$ cat config.mk
export PLATFORM = sky130hd
export DESIGN_NAME = piso_serializer
export DESIGN_NICKNAME = d
export VERILOG_FILES = /design/src/rtl/piso_pkg.sv /design/src/rtl/piso_bit_counter.sv /design/src/rtl/piso_serializer.sv
export SDC_FILE = /design/constraint.sdc
export NUM_CORES = 1
export LEC_CHECK = 0
export ABC_AREA = 1
export CAP_MARGIN = 30
export CORE_AREA = 2 2 39 41
export CTS_BUF_LIST = sky130_fd_sc_hd__clkbuf_8
export DETAILED_ROUTE_END_ITERATION = 16
export DIE_AREA = 0 0 41 43
export PLACE_DENSITY = 0.7
export SYNTH_ARGS = -nofsm -noshare
export SYNTH_HDL_FRONTEND = slang
export SYNTH_SLANG_ARGS = --single-unit
$ cat constraint.sdc
create_clock -name clk -period 1.6 [get_ports clk]
set_input_delay 0.16 -clock clk [delete_from_list [all_inputs] [get_ports clk]]
set_output_delay 0.16 -clock clk [all_outputs]
set_load 0.02 [all_outputs]
$ cat src/rtl/piso_pkg.sv
// rtl/piso_pkg.sv - shared state type and reset constants for the PISO serializer
package piso_pkg;

  typedef enum logic [1:0] {
    IDLE   = 2'd0,
    SHIFT  = 2'd1,
    PARITY = 2'd2,
    GAP    = 2'd3
  } piso_state_t;

  localparam piso_state_t RST_STATE      = IDLE;
  localparam logic        RST_SOUT       = 1'b0;
  localparam logic        RST_SOUT_VALID = 1'b0;

endpackage

$ cat src/rtl/piso_bit_counter.sv
// rtl/piso_bit_counter.sv - clear/enable up-counter that saturates at MAX and flags it
module piso_bit_counter #(
  parameter int W   = 3,
  parameter int MAX = 3
) (
  input  logic clk,
  input  logic rst,
  input  logic i_clear,
  input  logic i_en,
  output logic o_tc
);

  localparam logic [W-1:0] MAX_V = W'(MAX);

  logic [W-1:0] r_cnt;

  // Holds at MAX instead of wrapping; the owner clears it when its state is (re)entered.
  always_ff @(posedge clk or posedge rst) begin
    if (rst) begin
      r_cnt <= '0;
    end else if (i_clear) begin
      r_cnt <= '0;
    end else if (i_en && !o_tc) begin
      r_cnt <= r_cnt + 1'b1;
    end
  end

  assign o_tc = (r_cnt == MAX_V);

endmodule

$ cat src/rtl/piso_serializer.sv
// rtl/piso_serializer.sv - LSB-first parallel-to-serial stage with gap; PISO_PARITY_EN adds an even-parity bit
module piso_serializer
  import piso_pkg::*;
#(
  parameter int WIDTH      = 4,
  parameter int GAP_CYCLES = 1
) (
  input  logic             clk,
  input  logic             rst,
  input  logic [WIDTH-1:0] in_data,
  input  logic             in_valid,
  output logic             in_ready,
  output logic             sout,
  output logic             sout_valid,
  output logic             frame_done,
  output logic             busy
);

  localparam int BW   = $clog2(WIDTH + 1);
  localparam int GW   = (GAP_CYCLES > 0) ? $clog2(GAP_CYCLES + 1) : 1;
  localparam int GMAX = (GAP_CYCLES > 0) ? GAP_CYCLES - 1 : 0;

  piso_state_t      r_state;
  piso_state_t      w_next;
  logic [WIDTH-1:0] r_shift;
  logic             r_sout;
  logic             r_sout_valid;
  logic             w_accept;
  logic             w_last_bit;
  logic             w_gap_done;
`ifdef PISO_PARITY_EN
  logic             r_parity;
`endif

  // Bit counter tracks which data bit is currently on sout (0 right after accept).
  piso_bit_counter #(.W(BW), .MAX(WIDTH - 1)) u_bit_cnt (
    .clk     (clk),
    .rst     (rst),
    .i_clear (w_accept),
    .i_en    (r_state == SHIFT),
    .o_tc    (w_last_bit)
  );

  piso_bit_counter #(.W(GW), .MAX(GMAX)) u_gap_cnt (
    .clk     (clk),
    .rst     (rst),
    .i_clear (r_state != GAP),
    .i_en    (r_state == GAP),
    .o_tc    (w_gap_done)
  );

  always_ff @(posedge clk or posedge rst) begin
    if (rst) begin
      r_state <= RST_STATE;
    end else begin
      r_state <= w_next;
    end
  end

  always_comb begin
    w_next   = r_state;
    w_accept = 1'b0;
    case (r_state)
      IDLE: begin
        if (in_valid) begin
          w_accept = 1'b1;
          w_next   = SHIFT;
        end
      end
      SHIFT: begin
        if (w_last_bit) begin
`ifdef PISO_PARITY_EN
          w_next = PARITY;
`else
          w_next = (GAP_CYCLES > 0) ? GAP : IDLE;
`endif
        end
      end
`ifdef PISO_PARITY_EN
      PARITY: begin
        w_next = (GAP_CYCLES > 0) ? GAP : IDLE;
      end
`endif
      GAP: begin
        if (w_gap_done) begin
          w_next = IDLE;
        end
      end
      default: begin
        w_next = IDLE;
      end
    endcase
  end

  // Bit 0 is launched on the accept edge; each SHIFT edge launches the next bit.
  always_ff @(posedge clk or posedge rst) begin
    if (rst) begin
      r_shift      <= '0;
      r_sout       <= RST_SOUT;
      r_sout_valid <= RST_SOUT_VALID;
`ifdef PISO_PARITY_EN
      r_parity     <= 1'b0;
`endif
    end else begin
      r_sout       <= 1'b0;
      r_sout_valid <= 1'b0;
      if (w_accept) begin
        r_shift      <= in_data >> 1;
        r_sout       <= in_data[0];
        r_sout_valid <= 1'b1;
`ifdef PISO_PARITY_EN
        r_parity     <= ^in_data;
`endif
      end else if (r_state == SHIFT) begin
        if (!w_last_bit) begin
          r_shift      <= r_shift >> 1;
          r_sout       <= r_shift[0];
          r_sout_valid <= 1'b1;
        end
`ifdef PISO_PARITY_EN
        else begin
          r_sout       <= r_parity;
          r_sout_valid <= 1'b1;
        end
`endif
      end
    end
  end

  assign in_ready   = (r_state == IDLE);
  assign busy       = (r_state != IDLE);
  assign sout       = r_sout;
  assign sout_valid = r_sout_valid;
`ifdef PISO_PARITY_EN
  assign frame_done = (r_state == PARITY);
`else
  assign frame_done = (r_state == SHIFT) && w_last_bit;
`endif

endmodule

Word-level counts from Yosys, hierarchy flattened
Index checks and enable logic that the tools add are counted.
{"block": "word_totals", "inputBits": 7, "output_inout_bits": 5, "regBits": 12, "wordCells": 46}
{"block": "classes", "n_eq_ne": 8, "n_mux": 19, "addsub": 2, "n_reduce_logical": 11}
{"operator": "4-bit two-way mux", "count": 3}
{"operator": "1-bit two-way mux", "count": 10}
{"operator": "2-bit inequality test (second input constant)", "count": 4}
{"operator": "2-bit nonzero test", "count": 4}
{"operator": "2-bit two-way mux", "count": 3}
{"operator": "3-bit two-way mux", "count": 2}
{"operator": "2-bit one-hot mux with 3 select lines", "count": 1}
{"operator": "3-bit by 1-bit adder with 3-bit output (second input constant)", "count": 1}
{"operator": "3-bit by 2-bit == test with 1-bit output (second input constant)", "count": 1}
{"operator": "1-bit logical AND", "count": 3}
{"operator": "3-bit AND reduction", "count": 1}
{"operator": "2-bit by 1-bit == test with 1-bit output (second input constant)", "count": 1}
{"operator": "2-bit == test (second input constant)", "count": 1}
{"operator": "2-bit logical NOT", "count": 1}
{"operator": "2-bit by 1-bit inequality test with 1-bit output (second input constant)", "count": 1}
{"operator": "2-bit AND reduction", "count": 1}
{"operator": "1-bit adder (second input constant)", "count": 1}
{"operator": "1-bit logical NOT", "count": 1}

Longest topological paths before layout
{"block": "depth", "depth_word": 5, "mapped_depth": 6, "ltp_nobuf": 6}

Cells and area by module
A second synthesis with hierarchy kept.
{"block": "hier_totals", "cells_unflattened": 70, "hier_area_um2": 564.3}
{"mod": "piso_serializer", "instances": 1, "seq_area_each_um2": 175.2, "area_each_um2": 340.3, "cells_per_inst": 41}
{"mod": "piso_bit_counter at u_bit_cnt", "instances": 1, "seq_area_each_um2": 75.1, "area_each_um2": 177.7, "cells_per_inst": 23}
{"mod": "piso_bit_counter at u_gap_cnt", "instances": 1, "seq_area_each_um2": 25.0, "area_each_um2": 46.3, "cells_per_inst": 6}

Worst setup path after synthesis
No wires, ideal clock.
{"block": "synth_timing", "path_type": "register to register", "start": "reg u_bit_cnt.r_cnt[0]", "end": "reg r_shift[0]", "synth_period_minus_slack_ps": 1271, "setup_ps": 124, "t_required_ps": 1476, "n_path_buf": 0, "path_stages_with_launch": 7, "arrival_time_ps": 1146, "path_slack_ps": 329, "path_cell_list": "dfrtp_1 ha_1 ha_1 inv_1 nand3_2 nand3_1 nand3_1"}
{"block": "synth_between", "elab_chain_cells": 3}
{"item": "from (decl)", "line": "piso_bit_counter.sv:15", "source": "logic [W-1:0] r_cnt;"}
{"item": "from (signal assigned)", "line": "piso_bit_counter.sv:24", "source": "r_cnt <= r_cnt + 1'b1;"}
{"item": "3-bit by 2-bit == test with 1-bit output", "line": "piso_bit_counter.sv:28", "source": "assign o_tc = (r_cnt == MAX_V);"}
{"item": "2-bit by 1-bit inequality test with 1-bit output (no line)"}
{"item": "2-bit AND reduction (no line)"}
{"item": "to (signal assigned)", "line": "piso_serializer.sv:108", "source": "r_shift <= in_data >> 1;"}
{"item": "to (signal assigned)", "line": "piso_serializer.sv:116", "source": "r_shift <= r_shift >> 1;"}
{"item": "to (decl)", "line": "piso_serializer.sv:25", "source": "logic [WIDTH-1:0] r_shift;"}
No other way between the ends.
A chain may end at the register's enable or synchronous reset.

Worst setup path after layout
{"block": "layout_timing", "start": "reg u_bit_cnt.r_cnt[0]", "end": "out frame_done"}
{"block": "layout_between", "elab_chain_cells": 2}
{"item": "3-bit by 2-bit == test with 1-bit output", "line": "piso_bit_counter.sv:28"}
{"item": "1-bit logical AND", "line": "piso_serializer.sv:137", "source": "assign frame_done = (r_state == SHIFT) && w_last_bit;"}
{"item": "to (decl)", "line": "piso_serializer.sv:15", "source": "output logic frame_done,"}
No other way between the ends.

==> metrics.yaml <==
status:
  status: "completed"
final_layout:
  layout.nets: 79
  final.fill_count: 149
  area_growth_pct: 37.5
  diodes: 0
  layout-drive-gt1-share: 0.174
global_route:
  grt_use_total: 0.121
  antenna_found_initial: 0
  grt_pass1_wl_um: 1430
  grt.overflow.total: 0
  grt_pass1_vias: 383
  grt_max_degree: 12
logic_synthesis:
  syn_avg_cell_area_sq_um: 9.55
  synth.distinct_cells: 15
  ys_warn_count: 0
  yosysTopAreaCell: "dfrtp_1"
  synth_edf_count: 0
  async_flop_share: 1.00
  synth.cell_area_sq_um: 497
  ys.flop_type: "dfrtp_1"
  ys_seq_elements: 11
  syn-num-nets: 61
  synth_cells: 52
  synthTopCellsByCount: "nand2_1 (13), dfrtp_1 (11), nand3_1 (10)"
  synth_top_area_share: 0.554
  ys_seq_area_frac: 0.554
  synth.top_cells.by_area: "dfrtp_1 (55%), nand3_1 (10%), nand2_1 (9.8%), ha_1 (5.0%), nor2_4 (4.5%)"
  synth_most_common_cell: "nand2_1"
setup_path:
  critPathLaunchType: "flip-flop"
  crit_fanout: 3
  required_ns: 1.44
  crit_type: "reg2out"
  critPathArrivalTime_ns: 1.27
  cp-end-kind: "output pin"
placed_design:
  gp_congestion: 0.659
  port_buffers: 11
  hpwl_um: 673
timing:
  min_period_over_period: 0.891
  rsz0062_at_grt: "no"
  setup_tns_ns: 0
  fmax_mhz: 701
  finalSetupViolations: 0
  finalHoldViolations: 0
  fin_skew_ns: 0.00200
  hold_ws_ns: 0.219
  min_period_ns: 1.43
  slew_viol_final: 0
clock_network:
  cts.sink_count: 11
  clock_latency_ns: 0.23
  numCtsBuffers: 3
  cts_htree_levels: 1
  clk_pin_slew_ns: 0.05
  root_buffer: "clkbuf_8"
  cts_buffer_depth: 2
  cts_tree: "done"
power:
  power_frac_comb: 0.461
  internal-power_uw: 822
  p_sw_frac: 0.393
  p_switching_uw: 532
  p_clk_frac: 0.193
  power_density_mw_per_mm2: 1980
  seq_power_share: 0.346
  p_leak_nw: 0.354
  vdd_drop_max_uv: 676
floorplan:
  fp.dieW_um: 41
  row_count: 14
  die_h_um: 43
  initial_utilization: 0.359
  core_sq_mm: 0.00138
  num_io_pins: 12
  dieArea_sq_mm: 0.00176
detailed_routing:
  wl_um: 843
  post-route-drc-count: 0
  drtAntennaViolNets: 0
  vias_per_cell: 4.61
  wl_per_cell_um: 9.92
  drt_first_pass_iters: 3
  initialDrtViolationCount: 9
  num_vias: 392
hold_path:
  hold_path_class: "in2async"
job:
  cap_violations: 0
-- final timing paths --
check / start / endpoint / cells after the start / slack [ns]
min in group clk: in_data[0] / sout$_DFF_PP0_ / 3 / 0.46
worst min register to register: r_shift[0]$_DFFE_PP0P_ / sout$_DFF_PP0_ / 2 / 0.49
worst min-delay path: rst / sout$_DFF_PP0_ / 2 / 0.22
worst max-delay path: u_bit_cnt.r_cnt[0]$_DFFE_PP0P_ / frame_done / 5 / 0.17
max in group asynchronous: rst / r_state[0]$_DFFE_PP0P_ / 2 / 1.10
worst max register to register: u_bit_cnt.r_cnt[0]$_DFFE_PP0P_ / r_shift[0]$_DFFE_PP0P_ / 7 / 0.20
-- power by group through the flow --
stage / combinational (mW) / clock, mW / sequential [mW]
after global routing: 0.714 / 0.291 / 0.481
final: 0.624 / 0.262 / 0.468
after global placement: 0.636 / 0 / 0.465
after CTS: 0.641 / 0.272 / 0.467
after detailed placement: 0.655 / 0 / 0.472
after floorplan: 0.406 / 0 / 0.486
-- layout by cell type, fill, tap and decap left out, types with 2 or more instances in the layout --
master,count
clkdlybuf4s50_1,8
nor2_4,2
inv_1,6
nand2_1,13
dfrtp_1,11
ha_1,2
nand3_1,10
clkbuf_8,3
buf_4,2
-- through the flow --
step / util / total power, mW / cell area, sq um / instances / worst slack, ns
2_1_floorplan: - / 0.892 / 497 / 52 / 0.329
3_3_place_gp: 0.464 / 1.10 / 642 / 81 / 0.0596
3_5_place_dp: 0.464 / 1.13 / 642 / 81 / 0.0465
4_1_cts: 0.495 / 1.38 / 684 / 85 / 0.00894
5_1_grt: 0.494 / 1.49 / 683 / 85 / 0.0644
6_report: 0.494 / 1.35 / 683 / 85 / 0.174
-- logic make-up (layout without fill, tap and decap cells) --
family,Yosys count,count (layout),share of synthesized area
other cells,1,1,0.00755
fa+ha+maj,2,2,0.0504
compound gates,2,2,0.0201
buf+inv,6,23,0.0453
simple gates,30,30,0.322
flops,11,11,0.554
-- final cells by class --
| type | count | area, sq um | share of cell area |
|---|---|---|---|
| sequential | 11 | 275 | 0.403 |
| inverter | 6 | 22.5 | 0.0330 |
| timing repair buffer | 13 | 121 | 0.178 |
| clock buffer | 3 | 41.3 | 0.0604 |
| clock inverter | 1 | 3.75 | 0.00549 |
| multi-input combinational | 35 | 199 | 0.291 |
| tap | 16 | 20.0 | 0.0293 |
-- layer usage --
metal	vias to the layer above	routed length, um	global-route usage
met5	-	0	0
met4	0	6	0.0600
met1	183	356	0.144
met3	2	53	0.0471
li1	199	-	-
met2	8	426	0.181
-- state kept, by name, indices dropped and copies added (netlist names) --
register,count
u_gap_cnt.r_cnt,1
r_shift,3
r_state,2
sout_valid,1
sout,1
u_bit_cnt.r_cnt,3
-- repair_timing --
item,in CTS,in global routing
setup endpoints to repair,2,2
buffers inserted,0,0
resized for setup,2,3
hold buffers,0,0
cloned,0,0
hold endpoints to repair,0,0
-- worst max-delay path, cell delays in order, from the launching register on --
cell	delay, ns
dfrtp_1	0.39
ha_1	0.20
ha_1	0.18
inv_1	0.07
nor2_1	0.04
clkbuf_2	0.15
Power figures use the tool's default switching activity.
